==> src/rtl/wb_pkg.sv <==
// Shared MEM/WB bundle layout and retire-queue entry format.
package wb_pkg;

  localparam int BUNDLE_W    = 71;
  localparam int REGWR_BIT   = 70;
  localparam int MEM2REG_BIT = 69;
  localparam int RD_HI       = 68;
  localparam int RD_LO       = 64;
  localparam int MEMDATA_HI  = 63;
  localparam int MEMDATA_LO  = 32;
  localparam int ALU_HI      = 31;
  localparam int ALU_LO      = 0;

  localparam int RD_W    = 5;
  localparam int DATA_W  = 32;
  localparam int ENTRY_W = 37;

  // Entry packs {rd, data}
  localparam int E_RD_HI = ENTRY_W - 1;
  localparam int E_RD_LO = DATA_W;

endpackage

==> src/rtl/memwb_unpack.sv <==
// Splits one MEM/WB bundle into rd, resolved write data and a
// qualify flag (reg_write with a non-zero destination).
module memwb_unpack
  import wb_pkg::*;
(
  input  logic [BUNDLE_W-1:0] bundle,
  output logic                qual,
  output logic [RD_W-1:0]     rd,
  output logic [DATA_W-1:0]   data
);

  logic reg_write;
  logic mem_to_reg;

  assign reg_write  = bundle[REGWR_BIT];
  assign mem_to_reg = bundle[MEM2REG_BIT];
  assign rd         = bundle[RD_HI:RD_LO];

  assign data = mem_to_reg ? bundle[MEMDATA_HI:MEMDATA_LO]
                           : bundle[ALU_HI:ALU_LO];

  assign qual = reg_write && (rd != '0);

endmodule

==> src/rtl/wb_retire_queue.sv <==
// Dual-lane MEM/WB retire queue draining into one RF write port.
// Optional forwarding lookup enabled by WB_RETIRE_FWD_EN.
module wb_retire_queue
  import wb_pkg::*;
#(
  parameter int DEPTH = 4,
  parameter int PTR_W = 2
) (
  input  logic                clk,
  input  logic                reset_n,
  input  logic                lane0_valid,
  input  logic [BUNDLE_W-1:0] lane0_bundle,
  input  logic                lane1_valid,
  input  logic [BUNDLE_W-1:0] lane1_bundle,
  output logic                in_ready,
  output logic                rf_we,
  output logic [RD_W-1:0]     rf_waddr,
  output logic [DATA_W-1:0]   rf_wdata,
  output logic [PTR_W:0]      count,
  input  logic [RD_W-1:0]     fwd_raddr,
  output logic                fwd_hit,
  output logic [DATA_W-1:0]   fwd_data
);

  localparam logic [PTR_W:0] CNT_LIM = (PTR_W+1)'(DEPTH - 2);

  logic               l0_qual;
  logic [RD_W-1:0]    l0_rd;
  logic [DATA_W-1:0]  l0_data;
  logic               l1_qual;
  logic [RD_W-1:0]    l1_rd;
  logic [DATA_W-1:0]  l1_data;

  memwb_unpack u_unpack0 (
    .bundle (lane0_bundle),
    .qual   (l0_qual),
    .rd     (l0_rd),
    .data   (l0_data)
  );

  memwb_unpack u_unpack1 (
    .bundle (lane1_bundle),
    .qual   (l1_qual),
    .rd     (l1_rd),
    .data   (l1_data)
  );

  logic [PTR_W-1:0]   head;
  logic [PTR_W-1:0]   tail;
  logic [PTR_W:0]     count_q;
  logic [ENTRY_W-1:0] mem [DEPTH];

  logic             acc0;
  logic             acc1;
  logic             pop;
  logic [PTR_W-1:0] wr1_idx;
  logic [ENTRY_W-1:0] head_e;

  assign in_ready = (count_q <= CNT_LIM);
  assign acc0     = lane0_valid && l0_qual && in_ready;
  assign acc1     = lane1_valid && l1_qual && in_ready;
  assign pop      = (count_q != '0);
  // lane1 lands right after lane0 only if lane0 took a slot
  assign wr1_idx  = tail + PTR_W'(acc0);

  always_ff @(posedge clk) begin
    if (!reset_n) begin
      head    <= '0;
      tail    <= '0;
      count_q <= '0;
    end else begin
      head    <= head + PTR_W'(pop);
      tail    <= tail + PTR_W'(acc0) + PTR_W'(acc1);
      count_q <= count_q + (PTR_W+1)'(acc0)
               + (PTR_W+1)'(acc1) - (PTR_W+1)'(pop);
    end
  end

  always_ff @(posedge clk) begin
    if (reset_n) begin
      if (acc0) mem[tail]    <= {l0_rd, l0_data};
      if (acc1) mem[wr1_idx] <= {l1_rd, l1_data};
    end
  end

  assign head_e   = mem[head];
  assign count    = count_q;
  assign rf_we    = pop;
  assign rf_waddr = pop ? head_e[E_RD_HI:E_RD_LO] : '0;
  assign rf_wdata = pop ? head_e[DATA_W-1:0] : '0;

`ifdef WB_RETIRE_FWD_EN
  logic [PTR_W-1:0] fwd_idx;

  // Scan oldest to youngest so the last match wins
  always_comb begin
    fwd_hit  = 1'b0;
    fwd_data = '0;
    fwd_idx  = head;
    for (int i = 0; i < DEPTH; i++) begin
      fwd_idx = head + PTR_W'(i);
      if (((PTR_W+1)'(i) < count_q) &&
          (fwd_raddr != '0) &&
          (mem[fwd_idx][E_RD_HI:E_RD_LO] == fwd_raddr)) begin
        fwd_hit  = 1'b1;
        fwd_data = mem[fwd_idx][DATA_W-1:0];
      end
    end
  end
`else
  logic unused_fwd;

  assign unused_fwd = ^fwd_raddr;
  assign fwd_hit    = 1'b0;
  assign fwd_data   = '0;
`endif

endmodule
==> config.mk <==
export PLATFORM = sky130hd
export DESIGN_NAME = wb_retire_queue
export DESIGN_NICKNAME = d
export VERILOG_FILES = /design/src/rtl/wb_pkg.sv /design/src/rtl/memwb_unpack.sv /design/src/rtl/wb_retire_queue.sv
export SDC_FILE = /design/constraint.sdc
export NUM_CORES = 1
export LEC_CHECK = 0
export CAP_MARGIN = 40
export CORE_AREA = 2 2 147 120
export DETAILED_ROUTE_END_ITERATION = 10
export DIE_AREA = 0 0 149 122
export HOLD_SLACK_MARGIN = 0.12
export PLACE_DENSITY = 0.92
export SKIP_CTS_REPAIR_TIMING = 1
export SYNTH_ARGS = -nofsm -noshare
export SYNTH_HDL_FRONTEND = slang
export SYNTH_SLANG_ARGS = --single-unit
==> constraint.sdc <==
create_clock -name clk -period 6.8 [get_ports clk]
set_input_delay 1.36 -clock clk [delete_from_list [all_inputs] [get_ports clk]]
set_output_delay 1.36 -clock clk [all_outputs]
set_load 0.01 [all_outputs]
==> flow_summary_export.csv <==
group,metric,value,unit
timing,worst_slack,2.38,ns
clocking,clk_transition_reported_paths,0.06,ns
clocking,cts_tree,"yes",
grt,grt_usage,22.5,%
placement,place_congestion,0.723,
die,die_w,149,um
die,start_util,51.3,%
timing,tns,0,ns
grt,grt_pass1_vias,5753,
yosys,synth_top_family_by_area,"multiplexers",
grt,gr-total-overflow,0,
timing,worst_pin_slew,0.754,ns
grt,grt_antenna_before_repair,0,
setup_path,timing.rr.end,"mem[0][35]",
timing,skew,0.00872,ns
final_layout,final_layout_size_suffix_gt1_share,14.4,%
flow_run,drv_cap,0,
die,die_h,122,um
placement,place_ws,1.91,ns
clocking,clk_latency,0.41,ns
setup_path,worst-r2r-setup-slack,3.14,ns
final_layout,syn_to_final_growth,29.4,%
detailed_routing,vias,5372,
detailed_routing,drtIter0Drc,321,
timing,maxSlewViolCount,0,
timing,rsz0062_at_grt,"no",
yosys,synth_top_cell_area_share,51.2,%
status,status,"completed",
power_and_ir_drop,p_leak,3.75,nW
final_layout,layoutNonFillerInstCount,984,
yosys,syn_area,0.00867,mm2
die,io_pins,226,
timing,fmax,226,MHz
yosys,synth-main-ff-cell,"edfxtp_1",
detailed_routing,wl_per_cell,20.3,um
detailed_routing,viasPerCell,5.46,
clocking,clk_path_buf_depth,2,
setup_path,crit_path_max_fanout,37,
power_and_ir_drop,p_total,3.45,mW
hold_path,worstHoldStart,"count[0]",
setup_path,cp-startpoint,"lane0_bundle[67]",
yosys,syn_area_per_cell,15.4,um2
yosys,ys_seq_elements,155,
timing,setup_viol,0,
clocking,numCtsBuffers,17,
hold_path,worst_hold_path.endpoint,"count[0]",
hold_path,hold_depth,3,
yosys,ys_types,30,
setup_path,critPathLaunchType,"primary input",
detailed_routing,detail-route-antenna-nets,0,
yosys,synth_warnings,0,
yosys,synthMuxAreaShare,34.4,%
power_and_ir_drop,ir_drop,231,uV
placement,dp_hpwl,12700,um
timing,post-route-period-util,65.1,%
yosys,synth-simple-area-share,4.56,%
grt,grt_max_degree,39,
setup_path,worstPathArrival,4.59,ns
clocking,htree_levels,4,
setup_path,r2r_start,"count[1]",
yosys,synth_compound_area_share,0.490,%
final_layout,diodes,0,
yosys,synth_edf_count,148,
setup_path,cp-end-kind,"flip-flop",
placement,placed_cells,952,
setup_path,worst_r2r_path_depth,9,
detailed_routing,drc,0,
yosys,synthAdderAreaFrac,1.18,%
power_and_ir_drop,p_per_area,307,mW/mm2
yosys,synth_xor_area_share,0.505,%
die,rows,43,
yosys,synth-async-reset-ratio,0,%
yosys,yosysSeqAreaShare,52.9,%
timing,fin_crit,4.42,ns
timing,hold_viol,0,
setup_path,timing_worst_setup_path_type,"primary input to flip-flop",
detailed_routing,wl,19900,um
yosys,syn-instance-count,565,
hold_path,hp-class,"flip-flop to flip-flop",
grt,grt_pass1_wl,30300,um
yosys,post-synth-top-area-cell,"edfxtp_1",
setup_path,worst-endpoint-required,6.96,ns
die,dieArea,0.0182,mm2
yosys,synthTopCellsByArea,"edfxtp_1 51%, mux2i_1 22%, mux4_2 9.6%",
placement,port-buffer-count,187,
final_layout,nets,904,
timing,slew_headroom,49.7,%
clocking,root_buffer,"clkbuf_16",
detailed_routing,first_pass_iters,4,
clocking,cts.sinks,155,
die,core,0.0169,mm2
final_layout,fillerInstances,1191,
flip-flops by register name, summed over array words and instances, names as in the netlist:
| signal | flops |
|---|---|
| count | 3 |
| head | 2 |
| mem | 148 |
| tail | 2 |
per-stage QoR:
step	hold slack (ns)	util, %	cell area, um2
finish	0.692	66.5	11200
global route	0.734	66.5	11200
CTS	0.691	66.5	11200
detailed placement	0.682	63.1	10700
global placement	0.657	62.7	10600
floorplan	0.552	-	8790
layout by cell type (no fill, tap or decap), drive strengths merged, types with 3 or more instances in the layout:
master / synthesis / layout
o21bai: 4 / 4
xnor2: 3 / 3
dfxtp: 7 / 7
conb: 1 / 33
clkinv: 0 / 6
nor3: 6 / 6
inv: 9 / 9
mux2i: 192 / 192
mux4: 37 / 37
and2: 6 / 6
buf: 53 / 15
ha: 5 / 5
nor2b: 38 / 38
clkbuf: 17 / 23
mux2: 20 / 20
clkdlybuf4s50: 0 / 185
bufinv: 0 / 3
edfxtp: 148 / 148
per-layer routing:
| layer | global-route usage [%] | vias up | routed length (um) |
|---|---|---|---|
| met2 | 42.7 | 193 | 11000 |
| met5 | 0 | - | 0 |
| li1 | - | 2477 | - |
| met4 | 7.08 | 0 | 161 |
| met3 | 3.67 | 11 | 1240 |
| met1 | 25.9 | 2691 | 7570 |
cell type report:
class	count	area, um2	share of cell area (%)
Inverter	9	33.8	0.301
Multi-Input combinational cell	363	3760	33.5
Sequential cell	155	4590	40.9
Timing Repair Buffer	200	2000	17.8
Clock buffer	23	448	3.99
Clock inverter	9	121	1.08
Tap cell	225	282	2.51
synthesized netlist by cell type, types with 3 or more instances:
cell type  instances
clkbuf_1          17
dfxtp_1            7
inv_1              9
o21bai_1           4
xnor2_1            3
mux2i_1          192
buf_4             33
nor2b_1           38
buf_2              8
nor3_1             6
ha_1               5
buf_6             12
mux2_2            20
edfxtp_1         148
and2_1             6
mux4_2            37
worst max-delay path: stages:
cell and delay, ns:
clkdlybuf4s50_1 0.58, nor3_1 0.07, nand2_1 0.10, nand4b_1 0.50, inv_1 0.18, ha_1 0.28, nand4b_1 0.25, nor3_2 0.21
buf_4 0.63, mux2_2 0.42
logic make-up after synthesis:
family,after synthesis
mux,249
flops,155
compound gates,5
other cells,1
xor+xnor,5
fa+ha+maj,7
simple gates,64
buf+inv,79
power breakdown:
| group | switching, mW | total [mW] | internal (mW) |
|---|---|---|---|
| Sequential | 0.0693 | 1.23 | 1.16 |
| Clock | 0.349 | 0.923 | 0.573 |
| Combinational | 0.586 | 1.30 | 0.716 |
| Total | 1.00 | 3.45 | 2.45 |
worst max path at each step:
stage,end,cells after the start
finish,mem[0][35],10
global route,mem[0][35],10
CTS,mem[0][35],10
detailed placement,mem[0][35],10
global placement,mem[0][35],10
floorplan,mem[0][0],10
Note: power is estimated with default switching activity, not from simulation.
